===== config.mk =====
export PLATFORM = sky130hd
export DESIGN_NAME = cpu_clock_scheduler_flat
export DESIGN_NICKNAME = d
export VERILOG_FILES = /design/src/rtl/cpu_clock_scheduler_pkg.sv /design/src/rtl/cpu_clock_scheduler_if.sv /design/src/rtl/cpu_clock_scheduler_phase.sv /design/src/rtl/cpu_clock_scheduler.sv /design/src/flat_wrapper.sv
export SDC_FILE = /design/constraint.sdc
export NUM_CORES = 1
export LEC_CHECK = 0
export CAP_MARGIN = 20
export CORE_ASPECT_RATIO = 1.5
export CORE_UTILIZATION = 30
export DETAILED_ROUTE_END_ITERATION = 16
export PLACE_DENSITY_LB_ADDON = 0.05
export SETUP_SLACK_MARGIN = 0.3
export SLEW_MARGIN = 30
export SYNTH_ARGS = -nofsm -noshare
export SYNTH_HDL_FRONTEND = slang
export SYNTH_SLANG_ARGS = --single-unit

===== constraint.sdc =====
create_clock -name clk_25mhz -period 2.31 [get_ports clk_25mhz]
set_input_delay 0.231 -clock clk_25mhz [delete_from_list [all_inputs] [get_ports clk_25mhz]]
set_output_delay 0.231 -clock clk_25mhz [all_outputs]
set_load 0.005 [all_outputs]

===== src/rtl/cpu_clock_scheduler_pkg.sv =====
// Shared definitions for the CPU clock scheduler: FSM state encoding and clock constants.
package cpu_clock_scheduler_pkg;

  typedef enum logic [1:0] {
    ST_RUN  = 2'd0,
    ST_HALT = 2'd1,
    ST_WAIT = 2'd2
  } state_t;

  localparam int unsigned CPU_SYS_CLK_HZ  = 25_000_000;
  localparam int unsigned DEFAULT_CPU_DIV = 200;

endpackage


===== src/rtl/cpu_clock_scheduler_if.sv =====
// Control and status bundle between the CPU clock scheduler and its controller.
interface cpu_clock_scheduler_if #(
  parameter int unsigned DIV_WIDTH  = 8,
  parameter int unsigned WAIT_WIDTH = 4
);
  logic [DIV_WIDTH-1:0]  div_value;
  logic                  run_req;
  logic                  step_req;
  logic                  slow_access;
  logic [WAIT_WIDTH-1:0] slow_wait;
  logic                  cpu_clk_enable;
  logic                  halted;
  logic                  wait_active;
  logic [31:0]           cycle_count;

  modport master (
    output div_value, run_req, step_req, slow_access, slow_wait,
    input  cpu_clk_enable, halted, wait_active, cycle_count
  );

  modport slave (
    input  div_value, run_req, step_req, slow_access, slow_wait,
    output cpu_clk_enable, halted, wait_active, cycle_count
  );
endinterface


===== src/rtl/cpu_clock_scheduler_phase.sv =====
// Free-running CPU period counter; the divider is reloaded only at terminal count.
module cpu_phase_counter #(
  parameter int unsigned DIV_WIDTH   = 8,
  parameter int unsigned DEFAULT_DIV = 200
) (
  input  logic                 clk_25mhz,
  input  logic                 rst_n,
  input  logic [DIV_WIDTH-1:0] div_value,
  output logic                 tc
);
  logic [DIV_WIDTH-1:0] phase;
  logic [DIV_WIDTH-1:0] div_q;

  assign tc = (phase == div_q - DIV_WIDTH'(1));

  always_ff @(posedge clk_25mhz or negedge rst_n) begin
    if (!rst_n) begin
      phase <= '0;
      div_q <= DIV_WIDTH'(DEFAULT_DIV);
    end else if (tc) begin
      phase <= '0;
      // 0 and 1 both select one clk per CPU cycle
      div_q <= (div_value == '0) ? DIV_WIDTH'(1) : div_value;
    end else begin
      phase <= phase + DIV_WIDTH'(1);
    end
  end
endmodule


===== src/rtl/cpu_clock_scheduler.sv =====
// CPU clock-enable generator with run/halt/single-step control and per-access wait-state stretching.
module cpu_clock_scheduler
  import cpu_clock_scheduler_pkg::*;
#(
  parameter int unsigned DIV_WIDTH   = 8,
  parameter int unsigned DEFAULT_DIV = DEFAULT_CPU_DIV,
  parameter int unsigned WAIT_WIDTH  = 4,
  parameter bit          START_RUN   = 1'b1
) (
  input  logic                  clk_25mhz,
  input  logic                  rst_n,
  cpu_clock_scheduler_if.slave  sched
);
  localparam state_t RESET_STATE = START_RUN ? ST_RUN : ST_HALT;

  state_t                state_q, state_d;
  state_t                ret_q, ret_d;
  logic [WAIT_WIDTH-1:0] wait_cnt_q, wait_cnt_d;
  logic                  step_req_q;
  logic                  step_pending;
  logic                  consume;
  logic                  grant;
  logic                  slow_hit;
  logic                  tc;

  cpu_phase_counter #(
    .DIV_WIDTH   (DIV_WIDTH),
    .DEFAULT_DIV (DEFAULT_DIV)
  ) u_phase (
    .clk_25mhz (clk_25mhz),
    .rst_n     (rst_n),
    .div_value (sched.div_value),
    .tc        (tc)
  );

  assign slow_hit = sched.slow_access && (sched.slow_wait != '0);

  always_comb begin
    state_d    = state_q;
    ret_d      = ret_q;
    wait_cnt_d = wait_cnt_q;
    grant      = 1'b0;
    consume    = 1'b0;
    if (tc) begin
      case (state_q)
        ST_RUN: begin
          if (!sched.run_req) begin
            state_d = ST_HALT;
          end else if (slow_hit) begin
            state_d    = ST_WAIT;
            wait_cnt_d = sched.slow_wait;
            ret_d      = ST_RUN;
          end else begin
            grant = 1'b1;
          end
        end
        ST_HALT: begin
          if (sched.run_req) begin
            state_d = ST_RUN;
          end else if (step_pending) begin
            consume = 1'b1;
            if (slow_hit) begin
              state_d    = ST_WAIT;
              wait_cnt_d = sched.slow_wait;
              ret_d      = ST_HALT;
            end else begin
              grant = 1'b1;
            end
          end
        end
        ST_WAIT: begin
          // An access in progress always completes; a halt request only redirects the return state
          if (wait_cnt_q == WAIT_WIDTH'(1)) begin
            grant      = 1'b1;
            wait_cnt_d = '0;
            state_d    = (ret_q == ST_RUN && !sched.run_req) ? ST_HALT : ret_q;
          end else begin
            wait_cnt_d = wait_cnt_q - WAIT_WIDTH'(1);
          end
        end
        default: state_d = ST_RUN;
      endcase
    end
  end

  always_ff @(posedge clk_25mhz or negedge rst_n) begin
    if (!rst_n) begin
      state_q    <= RESET_STATE;
      ret_q      <= ST_RUN;
      wait_cnt_q <= '0;
    end else begin
      state_q    <= state_d;
      ret_q      <= ret_d;
      wait_cnt_q <= wait_cnt_d;
    end
  end

  // A fresh step edge wins over consumption of an older one; RUN discards any request
  always_ff @(posedge clk_25mhz or negedge rst_n) begin
    if (!rst_n) begin
      step_req_q   <= 1'b0;
      step_pending <= 1'b0;
    end else begin
      step_req_q <= sched.step_req;
      if (state_q == ST_RUN) begin
        step_pending <= 1'b0;
      end else if (sched.step_req && !step_req_q) begin
        step_pending <= 1'b1;
      end else if (consume) begin
        step_pending <= 1'b0;
      end
    end
  end

  always_ff @(posedge clk_25mhz or negedge rst_n) begin
    if (!rst_n) begin
      sched.cpu_clk_enable <= 1'b0;
      sched.halted         <= !START_RUN;
      sched.wait_active    <= 1'b0;
      sched.cycle_count    <= '0;
    end else begin
      sched.cpu_clk_enable <= grant;
      sched.halted         <= (state_d == ST_HALT);
      sched.wait_active    <= (state_d == ST_WAIT);
      if (grant) begin
        sched.cycle_count <= sched.cycle_count + 32'd1;
      end
    end
  end
endmodule


===== src/flat_wrapper.sv =====
// flat-port wrapper written by rule: the top's interface ports become plain ports
module cpu_clock_scheduler_flat import cpu_clock_scheduler_pkg::*;
#(
  parameter int unsigned DIV_WIDTH   = 8,
  parameter int unsigned DEFAULT_DIV = DEFAULT_CPU_DIV,
  parameter int unsigned WAIT_WIDTH  = 4,
  parameter bit          START_RUN   = 1'b1
)
  (clk_25mhz, rst_n, sched_div_value, sched_run_req, sched_step_req, sched_slow_access, sched_slow_wait, sched_cpu_clk_enable, sched_halted, sched_wait_active, sched_cycle_count);
  cpu_clock_scheduler_if #(.DIV_WIDTH(DIV_WIDTH), .WAIT_WIDTH(WAIT_WIDTH)) sched_i ();
  input  logic clk_25mhz;
  input  logic rst_n;
  input wire logic [$bits(sched_i.div_value)-1:0] sched_div_value;
  input wire logic [$bits(sched_i.run_req)-1:0] sched_run_req;
  input wire logic [$bits(sched_i.step_req)-1:0] sched_step_req;
  input wire logic [$bits(sched_i.slow_access)-1:0] sched_slow_access;
  input wire logic [$bits(sched_i.slow_wait)-1:0] sched_slow_wait;
  output wire logic [$bits(sched_i.cpu_clk_enable)-1:0] sched_cpu_clk_enable;
  output wire logic [$bits(sched_i.halted)-1:0] sched_halted;
  output wire logic [$bits(sched_i.wait_active)-1:0] sched_wait_active;
  output wire logic [$bits(sched_i.cycle_count)-1:0] sched_cycle_count;
  assign sched_i.div_value = sched_div_value;
  assign sched_i.run_req = sched_run_req;
  assign sched_i.step_req = sched_step_req;
  assign sched_i.slow_access = sched_slow_access;
  assign sched_i.slow_wait = sched_slow_wait;
  assign sched_cpu_clk_enable = sched_i.cpu_clk_enable;
  assign sched_halted = sched_i.halted;
  assign sched_wait_active = sched_i.wait_active;
  assign sched_cycle_count = sched_i.cycle_count;
  cpu_clock_scheduler #(.DIV_WIDTH(DIV_WIDTH), .DEFAULT_DIV(DEFAULT_DIV), .WAIT_WIDTH(WAIT_WIDTH), .START_RUN(START_RUN)) u_core (.clk_25mhz(clk_25mhz), .rst_n(rst_n), .sched(sched_i));
endmodule

* Word-level counts from Yosys, hierarchy flattened *
Cells that the tools add are included.

storage, ports and cells
  memory bits (writable) = 0
  logic and storage cells = 76
  output and inout bits = 35
  latch bits = 0
  memories = 0
  register bits = 61
  memory bits (read-only) = 0

cells by class
  multiply operators = 0
  $lt $le $gt $ge = 0
  reduce and logical (&&, ||, !) cells = 14
  add/sub/neg operators = 4
  shift operators = 0
  muxes and demuxes = 36
  eq/ne operators = 11
  div/mod/pow operators = 0
  bitwise operators = 0

operators by type and width
  operator               count
  $add 32x1->32 const B  1
  $mux 2                 12
  $mux 4                 5
  $mux 8                 2
  $mux 1                 13
  $pmux 4 s3             1
  $add 8x1->8 const B    1
  $eq 8x8->1             1
  $logic_not 8->1        1
  $sub 8x1->8 const B    1
  $reduce_and 7->1       1
  $ne 2x1->1 const B     3
  $pmux 2 s3             1
  $reduce_bool 3->1      2
  $reduce_and 5->1       1
  $eq 2x1->1 const B     2
  $eq 2x2->1 const B     2
  $eq 4x1->1 const B     1
  $logic_not 2->1        2
  $ne 2x2->1 const B     2
  $pmux 2 s2             1
  $reduce_bool 4->1      1
  $sub 4x1->4 const B    1
  $logic_and 1x1->1      3
  other kinds (3)        4

* Logic depth before layout (Yosys ltp) *
Gate-level depths: netlist (run 1).

  depth in word-level cells = 8
  mapped depth = 9
  gate-level depth less buffers = 8

* By module *
Synthesis (run 1) repeated with hierarchy kept, for this count alone.

unflattened totals
  cells, all modules = 291
  area, all modules = 3,081.7 µm²

by module, submodules not included
  module               instances  sequential area each (µm²)  area each (µm²)  cells an instance
  cpu_clock_scheduler  1          1,101.1                     2,128.3          204
  cpu_phase_counter    1          404.1                       953.4            87

* Worst setup path after synthesis (run 1) *
Ideal clock, no wire load.

  path type = reg-to-reg
  start point = register u_core.u_phase.div_q[0]
  end point = register u_core.sched.cycle_count[23]
  slack = -0.204 ns
  data arrival time = 2.435 ns
  stages on the path, launching flop included = 10
  required time = 2.231 ns
  buffers on the path = 1
  cells stage by stage = dfrtp_1 -> inv_1 -> ha_1 -> or3b_1 -> o31ai_1 -> nand4_1 -> a2111o_1 -> buf_4 -> nor4_2 -> xor2_1

between the ends
  word-level cells in the longest chain between the ends = 3

ends and longest elaborated chain
  item                    RTL line                         RTL
  start, declared         cpu_clock_scheduler_phase.sv:12  logic [DIV_WIDTH-1:0] div_q;
  start signal, assigned  cpu_clock_scheduler_phase.sv:19  div_q <= DIV_WIDTH'(DEFAULT_DIV);
  start signal, assigned  cpu_clock_scheduler_phase.sv:23  div_q <= (div_value == '0) ? DIV_WIDTH'(1) : div_value;
  $sub 8x1->8             cpu_clock_scheduler_phase.sv:14  assign tc = (phase == div_q - DIV_WIDTH'(1));
  $eq 8x8->1              cpu_clock_scheduler_phase.sv:14
  $mux 1                  cpu_clock_scheduler.sv:44        if (tc) begin
  end signal, assigned    cpu_clock_scheduler.sv:126       sched.cycle_count <= sched.cycle_count + 32'd1;
  end, declared           cpu_clock_scheduler_if.sv:23     output cpu_clk_enable, halted, wait_active, cycle_count

Every way passes these cells.
A chain may end at the register's enable or synchronous reset.

* Worst setup path after layout (run 1) *
  start point = register u_core.u_phase.div_q[0]
  end point = register u_core.sched.cycle_count[5]

The elaborated chain is that of the path after synthesis.

==> run summary, run 1 <==
residual DRC count -> 0
CTS max path bufs -> 2
fillers -> 954
Avg WL per Cell -> 14.7 um
ys flop type -> dfrtp_1
area leader, netlist -> dfrtp_1
Finished Core Util -> 0.489
Peak VDD IR -> 0.351 mV
final setup margin -> -0.366 ns
share of the synthesized area in the top cell type -> 0.450
CTS sink cnt -> 60
Worst EP required -> 2.55 ns
synth top area cells -> dfrtp_1, xor2_1, nor4_2, mux2_2, xnor2_1
Max Clock Freq -> 374 MHz
layout cell share with drive strength beyond 1 -> 0.328
max_cap viols -> 0
Total GRT Usage -> 0.156
Routed Antenna Nets -> 0
Min-Delay Path Class -> in2reg
Syn-to-layout area delta -> 56.9%
vias after detailed routing -> 2627
synthesized cell area -> 3170 um2
Pre-antenna DRT Iters -> 4
min cycle time layout -> 2.68 ns
antenna violations before repair -> 0
vias in the first global route -> 2684
top cell types by occurrence after synthesis -> dfrtp_1, xor2_1, nor2_1, nand3_1, nand2_1
largest net degree at the start of global routing -> 61
final net count -> 432
fin crit share -> 1.16
Syn Inst Count -> 298
failing checks -> setup timing
Final Cell Area -> 4980 um2
Crit Path Category -> reg2reg
final hold violation count -> 0
CTS buffer count -> 9
First DRT Iteration DRCs -> 66
Post-DP HPWL -> 5120 um
endpoint class of the critical path -> register
Startpoint Class -> register
net count after synthesis -> 320
post-synthesis sequential area ratio -> 0.474
warnings from Yosys -> 0
Setup TNS Final -> -10.07 ns
Die W -> 86.0 um
outcome -> finished with violations
antenna fix cells -> 0
Sequential Area -> 1510 um2
num ports -> 52
ys async rst share -> 1.00
CTS tree -> yes
first-pass GRT wire length -> 13200 um
cell row count -> 45
Slew headroom -> 0.602
syn avg cell area -> 10.6 um2
Vias/cell -> 4.72
GP Congestion -> 0.732
leakage -> 2.32 nW
CTS clk-pin slew, worst paths -> 0.05 ns
clock tree root driver cell -> clkbuf_16
hold_ws -> 0.375 ns
CTS H-Tree Depth -> 3
Die Span Y -> 128 um
RSZ-0062 raised after global routing -> true
fin. max-slew vios -> 0
total gr overflow -> 0
Critical Path AT -> 2.92 ns
Cell Area, Placed -> 4140 um2
Seq cells post-synth -> 60
Die ar. -> 11000 um2
number of library cell types mapped by synthesis -> 52
Initial Utilization -> 0.311
footprint of the multi-input gates -> 1850 um2
slew at the pin with the worst max-slew slack -> 0.597 ns
most frequent cell after synthesis -> dfrtp_1
Setup violations, final -> 49
PD cells -> 935 nW/um2
Post-synth EDFFs -> 0
Port Buf Inserts -> 51
crit path max fanout -> 8
total wire length -> 8170 um
clk_skew -> 0.00605 ns
Core Box Area -> 10200 um2
clk_lat worst skew -> 0.33 ns
sequential cells by signal (all words and copies together), names as in the netlist:
signal	count
u_core.sched.cycle_count	32
u_core.state_q	2
u_core.sched.halted	1
u_core.wait_cnt_q	4
u_core.u_phase.phase	8
u_core.u_phase.div_q	8
u_core.sched.cpu_clk_enable	1
u_core.step_pending	1
u_core.ret_q	1
u_core.step_req_q	1
u_core.sched.wait_active	1
metal layers:
metal / track usage / vias up / part of all wire
li1: - / 1279 / -
met1: 0.186 / 1292 / 0.42
met2: 0.256 / 42 / 0.52
met3: 0.0425 / 14 / 0.043
met4: 0.0775 / 0 / 0.021
met5: 0 / - / 0
worst max-delay path, cell delays in order, from the launching register on:
cell,delay [ns]
dfrtp_1,0.41
or4_4,0.57
and4bb_1,0.29
nor3b_2,0.06
a2111o_2,0.56
buf_12,0.19
buf_8,0.14
nor3_4,0.18
xor2_1,0.18
power by group:
group          switching (W)  internal, W
clock network       0.000474     0.000889
registers           0.000236      0.00131
logic               0.000698      0.00105
worst paths after layout:
check	startpoint	endpoint	slack [ns]	cells after the start
max in group asynchronous	rst_n	u_core.u_phase.div_q[7]	1.57	3
min reg2reg	u_core.sched.cycle_count[13]	u_core.sched.cycle_count[13]	0.49	1
max reg2reg	u_core.u_phase.div_q[0]	u_core.sched.cycle_count[5]	-0.37	8
min in group asynchronous	rst_n	u_core.u_phase.phase[2]	0.42	3
max	u_core.u_phase.div_q[0]	u_core.sched.cycle_count[5]	-0.37	8
min	sched_step_req	u_core.step_req_q	0.37	1
area by class of cell:
| cell class | instances | share of cell area |
|---|---|---|
| flip-flops and latches | 60 | 0.302 |
| clock buffers | 12 | 0.0515 |
| repair buffers | 113 | 0.222 |
| inverters | 11 | 0.00829 |
| well taps | 141 | 0.0354 |
| clock inverters | 4 | 0.00955 |
| multi-input cells | 215 | 0.371 |
per-stage QoR:
step,total power [W],std cells,setup slack (ns)
floorplan,0.00228,298,-0.141
global placement,0.00285,510,-0.558
detailed placement,0.00284,510,-0.598
CTS,0.00463,549,-0.367
global route,0.00496,556,-0.450
finish,0.00465,556,-0.366
repair_timing:
item | 4_1_cts | 5_1_grt
hold buffers | 1 | 0
endpoints found under the setup margin | 59 | 59
buffers inserted | 22 | 5
resized for setup | 29 | 32
endpoints found under the hold margin | 57 | 0
pin swaps | 2 | 19
cloned | 0 | 2
kinds of logic after synthesis:
logic type,Yosys count,share of synthesized area
flip-flops,60,0.474
buffers and inverters,23,0.0315
multiplexers,13,0.0450
adder cells (fa/ha/maj),5,0.0197
AND/OR/NAND/NOR,126,0.249
AO/OA/AOI/OAI,27,0.0592
XOR/XNOR,44,0.121
placed cells by master (no fill, tap or decap), types with 3 or more instances in the layout:
cell              n
clkbuf_16        11
mux2i_1           3
nor3_4            3
mux2_2            8
a21oi_1           6
nor2b_1           6
nand2_1          15
and3_1            5
buf_6            17
and4_1            3
nor2_4            3
or4_1             3
nand3_1          17
xor2_1           33
nor4_4           12
nand4_1           3
xnor2_1          11
inv_1             9
clkdlybuf4s50_1  50
nor3_1            5
and2_1            3
nor3_2            6
nor2_1           16
nand2b_1          4
dfrtp_1          57
ha_1              4
dfstp_2           3
buf_4            39
No activity file was read; power rests on OpenSTA's default activity.
==> run 2: changes to the inputs <==
--- a/config.mk
+++ b/config.mk
@@ -5,13 +5,15 @@
 export SDC_FILE = /design/constraint.sdc
 export NUM_CORES = 1
 export LEC_CHECK = 0
+export ABC_AREA = 0
 export CAP_MARGIN = 20
 export CORE_ASPECT_RATIO = 1.5
 export CORE_UTILIZATION = 30
+export CTS_CLUSTER_DIAMETER = 30
 export DETAILED_ROUTE_END_ITERATION = 16
 export PLACE_DENSITY_LB_ADDON = 0.05
 export SETUP_SLACK_MARGIN = 0.3
-export SLEW_MARGIN = 30
+export SLEW_MARGIN = 40
 export SYNTH_ARGS = -nofsm -noshare
 export SYNTH_HDL_FRONTEND = slang
 export SYNTH_SLANG_ARGS = --single-unit
==> results of run 2 <==
Same layout as run 1: the final DEF is identical, and so are final timing and power.
